## config.mk

```make
export PLATFORM = sky130hd
export DESIGN_NAME = pipeline_stall_controller
export DESIGN_NICKNAME = d
export VERILOG_FILES = /design/src/rtl/pipeline_stall_controller.sv
export SDC_FILE = /design/constraint.sdc
export NUM_CORES = 1
export LEC_CHECK = 0
export BUFFER_PORTS_ARGS = -buffer_cell sky130_fd_sc_hd__buf_2
export CORE_UTILIZATION = 54
export CTS_CLUSTER_SIZE = 10
export DETAILED_ROUTE_END_ITERATION = 8
export PLACE_DENSITY = 0.91
export SLEW_MARGIN = 30
export SYNTH_ARGS = -nofsm -noshare
export SYNTH_HDL_FRONTEND = slang
export SYNTH_SLANG_ARGS = --single-unit
```

## constraint.sdc

```tcl
create_clock -name clk -period 3.5 [get_ports clk]
set_clock_uncertainty 0.2 [all_clocks]
set_input_delay 0.35 -clock clk [delete_from_list [all_inputs] [get_ports clk]]
set_output_delay 0.35 -clock clk [all_outputs]
set_load 0.02 [all_outputs]
```

## src/rtl/pipeline_stall_controller.sv

```systemverilog
// Central stall/flush sequencer for the five-stage RV32 pipeline.
// Detects load-use hazards and redirects, freezes the pipeline during
// multi-cycle data-memory accesses, flushes the pipe after reset and
// keeps saturating performance counters.
module pipeline_stall_controller #(
    parameter logic [1:0]  LOAD_RESULTSRC = 2'b01,
    parameter int unsigned INIT_CYCLES    = 4,
    parameter int unsigned MEM_TIMEOUT    = 255,
    parameter int unsigned CNT_W          = 32
) (
    input  logic             clk,
    input  logic             rst,
    input  logic [4:0]       Rs1D,
    input  logic [4:0]       Rs2D,
    input  logic [4:0]       RdE,
    input  logic             RegWriteE,
    input  logic [1:0]       ResultSrcE,
    input  logic [1:0]       PCSrcE,
    input  logic             MemReqM,
    input  logic             MemReadyM,
    output logic             StallF,
    output logic             StallD,
    output logic             StallE,
    output logic             StallM,
    output logic             FlushD,
    output logic             FlushE,
    output logic             FlushM,
    output logic             FlushW,
    output logic [1:0]       State,
    output logic             MemErr,
    output logic [CNT_W-1:0] LoadUseCount,
    output logic [CNT_W-1:0] RedirectCount,
    output logic [CNT_W-1:0] MemWaitCount
);

    localparam int unsigned INIT_W = (INIT_CYCLES > 1) ? $clog2(INIT_CYCLES) : 1;
    localparam int unsigned WAIT_W = (MEM_TIMEOUT > 0) ? $clog2(MEM_TIMEOUT + 1) : 1;
    localparam logic [CNT_W-1:0] CNT_MAX = '1;

    typedef enum logic [1:0] {
        ST_INIT     = 2'd0,
        ST_RUN      = 2'd1,
        ST_MEM_WAIT = 2'd2
    } stateT;

    stateT             state;
    stateT             stateNext;
    logic [INIT_W-1:0] initCnt;
    logic [WAIT_W-1:0] waitCnt;

    logic loadUse;
    logic redirect;
    logic memStall;
    logic initOut;
    logic memOut;
    logic evalHazard;
    logic incLoadUse;
    logic incRedirect;
    logic incMemWait;
    logic timeoutHit;

    assign State = state;

    // Raw hazard conditions from the current pipeline contents
    always_comb begin
        loadUse  = RegWriteE && (ResultSrcE == LOAD_RESULTSRC) && (RdE != 5'd0)
                   && ((RdE == Rs1D) || (RdE == Rs2D));
        redirect = (PCSrcE != 2'b00);
        memStall = MemReqM && !MemReadyM;
    end

    // Next-state and stall/flush decode; release cycles re-evaluate rd/lu
    always_comb begin
        stateNext   = state;
        initOut     = 1'b0;
        memOut      = 1'b0;
        evalHazard  = 1'b0;
        incLoadUse  = 1'b0;
        incRedirect = 1'b0;
        incMemWait  = 1'b0;
        timeoutHit  = 1'b0;
        StallF      = 1'b0;
        StallD      = 1'b0;
        StallE      = 1'b0;
        StallM      = 1'b0;
        FlushD      = 1'b0;
        FlushE      = 1'b0;
        FlushM      = 1'b0;
        FlushW      = 1'b0;

        if (rst) begin
            initOut   = 1'b1;
            stateNext = ST_INIT;
        end else begin
            case (state)
                ST_INIT: begin
                    initOut = 1'b1;
                    if (initCnt == INIT_W'(INIT_CYCLES - 1)) begin
                        stateNext = ST_RUN;
                    end
                end
                ST_RUN: begin
                    if (memStall) begin
                        memOut     = 1'b1;
                        incMemWait = 1'b1;
                        stateNext  = ST_MEM_WAIT;
                    end else begin
                        evalHazard = 1'b1;
                    end
                end
                ST_MEM_WAIT: begin
                    // waitCnt holds the stalled cycles already spent on this access
                    if (!MemReadyM && (waitCnt != WAIT_W'(MEM_TIMEOUT))) begin
                        memOut     = 1'b1;
                        incMemWait = 1'b1;
                    end else begin
                        timeoutHit = !MemReadyM;
                        evalHazard = 1'b1;
                        stateNext  = ST_RUN;
                    end
                end
                default: begin
                    initOut   = 1'b1;
                    stateNext = ST_INIT;
                end
            endcase

            if (evalHazard) begin
                if (redirect) begin
                    FlushD      = 1'b1;
                    FlushE      = 1'b1;
                    incRedirect = 1'b1;
                end else if (loadUse) begin
                    StallF     = 1'b1;
                    StallD     = 1'b1;
                    FlushE     = 1'b1;
                    incLoadUse = 1'b1;
                end
            end
        end

        if (initOut) begin
            StallF = 1'b1;
            FlushD = 1'b1;
            FlushE = 1'b1;
            FlushM = 1'b1;
            FlushW = 1'b1;
        end
        if (memOut) begin
            StallF = 1'b1;
            StallD = 1'b1;
            StallE = 1'b1;
            StallM = 1'b1;
            FlushW = 1'b1;
        end
    end

    // State register with init/wait sequencing counters and sticky error
    always_ff @(posedge clk) begin
        if (rst) begin
            state   <= ST_INIT;
            initCnt <= '0;
            waitCnt <= '0;
            MemErr  <= 1'b0;
        end else begin
            state   <= stateNext;
            initCnt <= ((state == ST_INIT) && (stateNext == ST_INIT)) ? initCnt + INIT_W'(1) : '0;
            waitCnt <= incMemWait ? waitCnt + WAIT_W'(1) : '0;
            MemErr  <= MemErr | timeoutHit;
        end
    end

    // Saturating performance counters
    always_ff @(posedge clk) begin
        if (rst) begin
            LoadUseCount  <= '0;
            RedirectCount <= '0;
            MemWaitCount  <= '0;
        end else begin
            if (incLoadUse && (LoadUseCount != CNT_MAX)) begin
                LoadUseCount <= LoadUseCount + CNT_W'(1);
            end
            if (incRedirect && (RedirectCount != CNT_MAX)) begin
                RedirectCount <= RedirectCount + CNT_W'(1);
            end
            if (incMemWait && (MemWaitCount != CNT_MAX)) begin
                MemWaitCount <= MemWaitCount + CNT_W'(1);
            end
        end
    end

endmodule
```

==> impl_metrics.json <==
{
  "worst-slew-pin-transition_ns": 0.907,
  "post-route-period-util": 0.892,
  "fill_cells": 901,
  "ir_worst_vdd_mv": 0.167,
  "top_usage_layer": "met2",
  "place_congestion": 0.808,
  "grt_overflow": 0,
  "via_count": 5324,
  "io_pins": 131,
  "dp.cells": 932,
  "globalRouteMet2Util": 0.415,
  "fin_cells": 946,
  "antenna_found_initial": 0,
  "cts_htree_levels": 3,
  "cap_violations": 0,
  "syn_area_per_cell_um2": 8.22,
  "drt-wirelength-per-cell_um": 13.8,
  "final_nets": 840,
  "required_ns": 2.95,
  "start_kind": "register",
  "rsz0062_at_grt": "false",
  "groute.layer.met1.usage": 0.310,
  "worst-setup-path-type": "reg -> out",
  "synthXorXnorAreaFrac": 0.112,
  "root_buffer": "clkbuf_8",
  "cp-end-kind": "output port",
  "ys_warn_count": 0,
  "synth_area_leaders": "dfxtp_1, xnor2_1, nor2_1, xor2_1, nand4_1",
  "synthSimpleGateAreaFrac": 0.334,
  "grt_pass1_wl_um": 22000,
  "synth_nets": 725,
  "pwr_density_cell_nw_per_um2": 326,
  "firstDrtPassIters": 4,
  "clkLatencyLatePin_ns": 0.37,
  "synth_cell_types": 55,
  "worstPathCellList": "ha_1 -> nand3_4 -> o311ai_4 -> and4_1 -> nand2_1 -> o21ai_0 -> buf_2",
  "dpl-instance-area_um2": 6380,
  "tns_ns": 0,
  "crit_slowest_cell": "and4_1",
  "finalCriticalPeriod_ns": 3.12,
  "hold_violations": 0,
  "setup_viol": 0,
  "dpl_worst_slack_ns": 0.588,
  "synth_flop_cell": "dfxtp_1",
  "core_um2": 10300,
  "wl_um": 13000,
  "p_leak_nw": 2.50,
  "dpl.hpwl_um": 9230,
  "design_area_um2": 6550,
  "crit_path_max_incr_delay_ns": 0.48,
  "grtUsageTotal": 0.244,
  "slew_headroom": 0.390,
  "cts_setup_buffers": 0,
  "hold_class": "in -> reg",
  "drive_above_1_share": 0.200,
  "fmaxAchievable_mhz": 320,
  "rows": 37,
  "clkTransAtPathRegs_ns": 0.10,
  "die_w_um": 105,
  "synth-seq-cells": 109,
  "drc": 0,
  "synth_area_leader_cell": "dfxtp_1",
  "synth_edf_count": 0,
  "maxSlewViolCount": 0,
  "die_y_um": 105,
  "synth_area_um2": 5690,
  "grt_pass1_vias": 4796,
  "antenna_cells": 0,
  "async_flop_share": 0,
  "synth_cells": 692,
  "synthAdderAreaFrac": 0.0198,
  "vias_per_cell": 5.63,
  "cp_max_fo": 6,
  "gr-usage-met3": 0.0374,
  "die-area_um2": 10900,
  "cts_buffers": 9,
  "cts_hold_buf": 0,
  "drt_iter0_drc": 275,
  "start_util": 0.553,
  "cts_tree": "built",
  "synthMuxAreaShare": 0.00968,
  "outcome": "complete, no violations",
  "synth_top_family_by_area": "simple AND/OR/NAND/NOR gates",
  "cts_sinks": 109,
  "ctsResizeCount": 0,
  "grt_max_degree": 105,
  "synth.top_cell.area_share": 0.384,
  "crit_arrival_ns": 2.57,
  "synth_compound_area_frac": 0.0992,
  "worst_slack_ns": 0.377,
  "cts.path.max_buffers": 2,
  "io_buffers": 130,
  "area_growth_pct": 15.1,
  "drtAntennaViolNets": 0,
  "yosysSeqAreaShare": 0.384
}
==> through the flow <==
step | total power, W | hold WS, ns | utilization
2_1_floorplan | 0.00141 | 0.199 | -
3_3_place_gp | 0.00146 | 0.216 | 0.621
3_5_place_dp | 0.00146 | 0.236 | 0.621
4_1_cts | 0.00216 | 0.162 | 0.637
5_1_grt | 0.00223 | 0.190 | 0.637
6_report | 0.00213 | 0.187 | 0.637
==> per-layer routing <==
metal | up-vias | share of wire
li1 | 2671 | -
met3 | 16 | 0.046
met4 | 0 | 0.014
met1 | 2497 | 0.46
met2 | 140 | 0.48
met5 | - | 0
==> final cells by class <==
class	count	area, µm²	share of cell area
flip-flops and latches	109	2180	0.333
well taps	136	170	0.0260
inverters	19	71.3	0.0109
clock buffers	13	159	0.0243
repair buffers	134	687	0.105
clock inverters	1	7.51	0.00115
multi-input cells	534	3270	0.500
==> critical path, delay by kind of cell, from the launching register on <==
family                   cells  cell delay (ns)
AND/OR/NAND/NOR              3             0.74
adder cells (fa/ha/maj)      1             0.25
buffers and inverters        1             0.21
flip-flops                   1             0.39
AO/OA/AOI/OAI                2             0.61
==> Yosys cell counts (8+ instances only) <==
master,count
a21oi_1,35
and3_1,15
and4_1,15
clkbuf_1,20
dfxtp_1,109
ha_1,9
inv_1,19
nand2_1,55
nand3_1,39
nand4_1,34
nor2_1,95
nor3_1,26
nor4_1,12
o21ai_0,28
o31ai_1,8
or3_1,21
or4_1,8
xnor2_1,48
xor2_1,25
==> registers in the layout, indices dropped and copies added (netlist names) <==
signal         count
LoadUseCount      32
MemWaitCount      32
RedirectCount     32
waitCnt            8
State              2
initCnt            2
MemErr             1
==> path summary, 6_finish.rpt <==
| check | end | from | depth (start not counted) | slack, ns |
|---|---|---|---|---|
| worst max register to register | LoadUseCount[14] | waitCnt[0] | 7 | 0.54 |
| worst min-delay path | MemErr | MemReadyM | 4 | 0.19 |
| worst max-delay path | StallD | waitCnt[0] | 7 | 0.38 |
| worst min register to register | initCnt[0] | initCnt[0] | 1 | 0.24 |
==> cell usage in the layout (no fill, tap or decap), types with 3 or more instances in the layout <==
cell type	instances
nand4_1	34
dfxtp_1	109
ha_1	9
nor4b_1	3
nand2_1	55
nor2b_1	5
or3_1	21
xor2_1	25
nand3_1	39
and3_1	15
or4_1	8
mux2_1	3
and2_1	6
buf_2	129
xnor2_1	48
or2_2	3
nor3b_1	6
buf_4	4
nor2_1	95
nor4_1	12
and4_1	15
o21ai_0	28
nor3_1	26
o21ai_1	3
clkbuf_8	11
inv_1	19
nand3b_1	3
a21oi_1	35
o31ai_1	8
==> power breakdown <==
part	leakage (nW)	switching, W	internal (W)	total (W)
Clock	0.0816	0.000408	0.000292	0.000700
Sequential	0.878	0.00000902	0.00125	0.00126
Combinational	1.54	0.000105	0.0000662	0.000171
Total	2.50	0.000522	0.00161	0.00213
==> kinds of logic (layout without fill, tap and decap cells) <==
logic type               count (synthesis)  after routing
adder cells (fa/ha/maj)                  9              9
AO/OA/AOI/OAI                           88             88
multiplexers                             5              5
XOR/XNOR                                73             73
buffers and inverters                   49            167
AND/OR/NAND/NOR                        359            359
flip-flops                             109            109
Power figures use the tool's default switching activity.
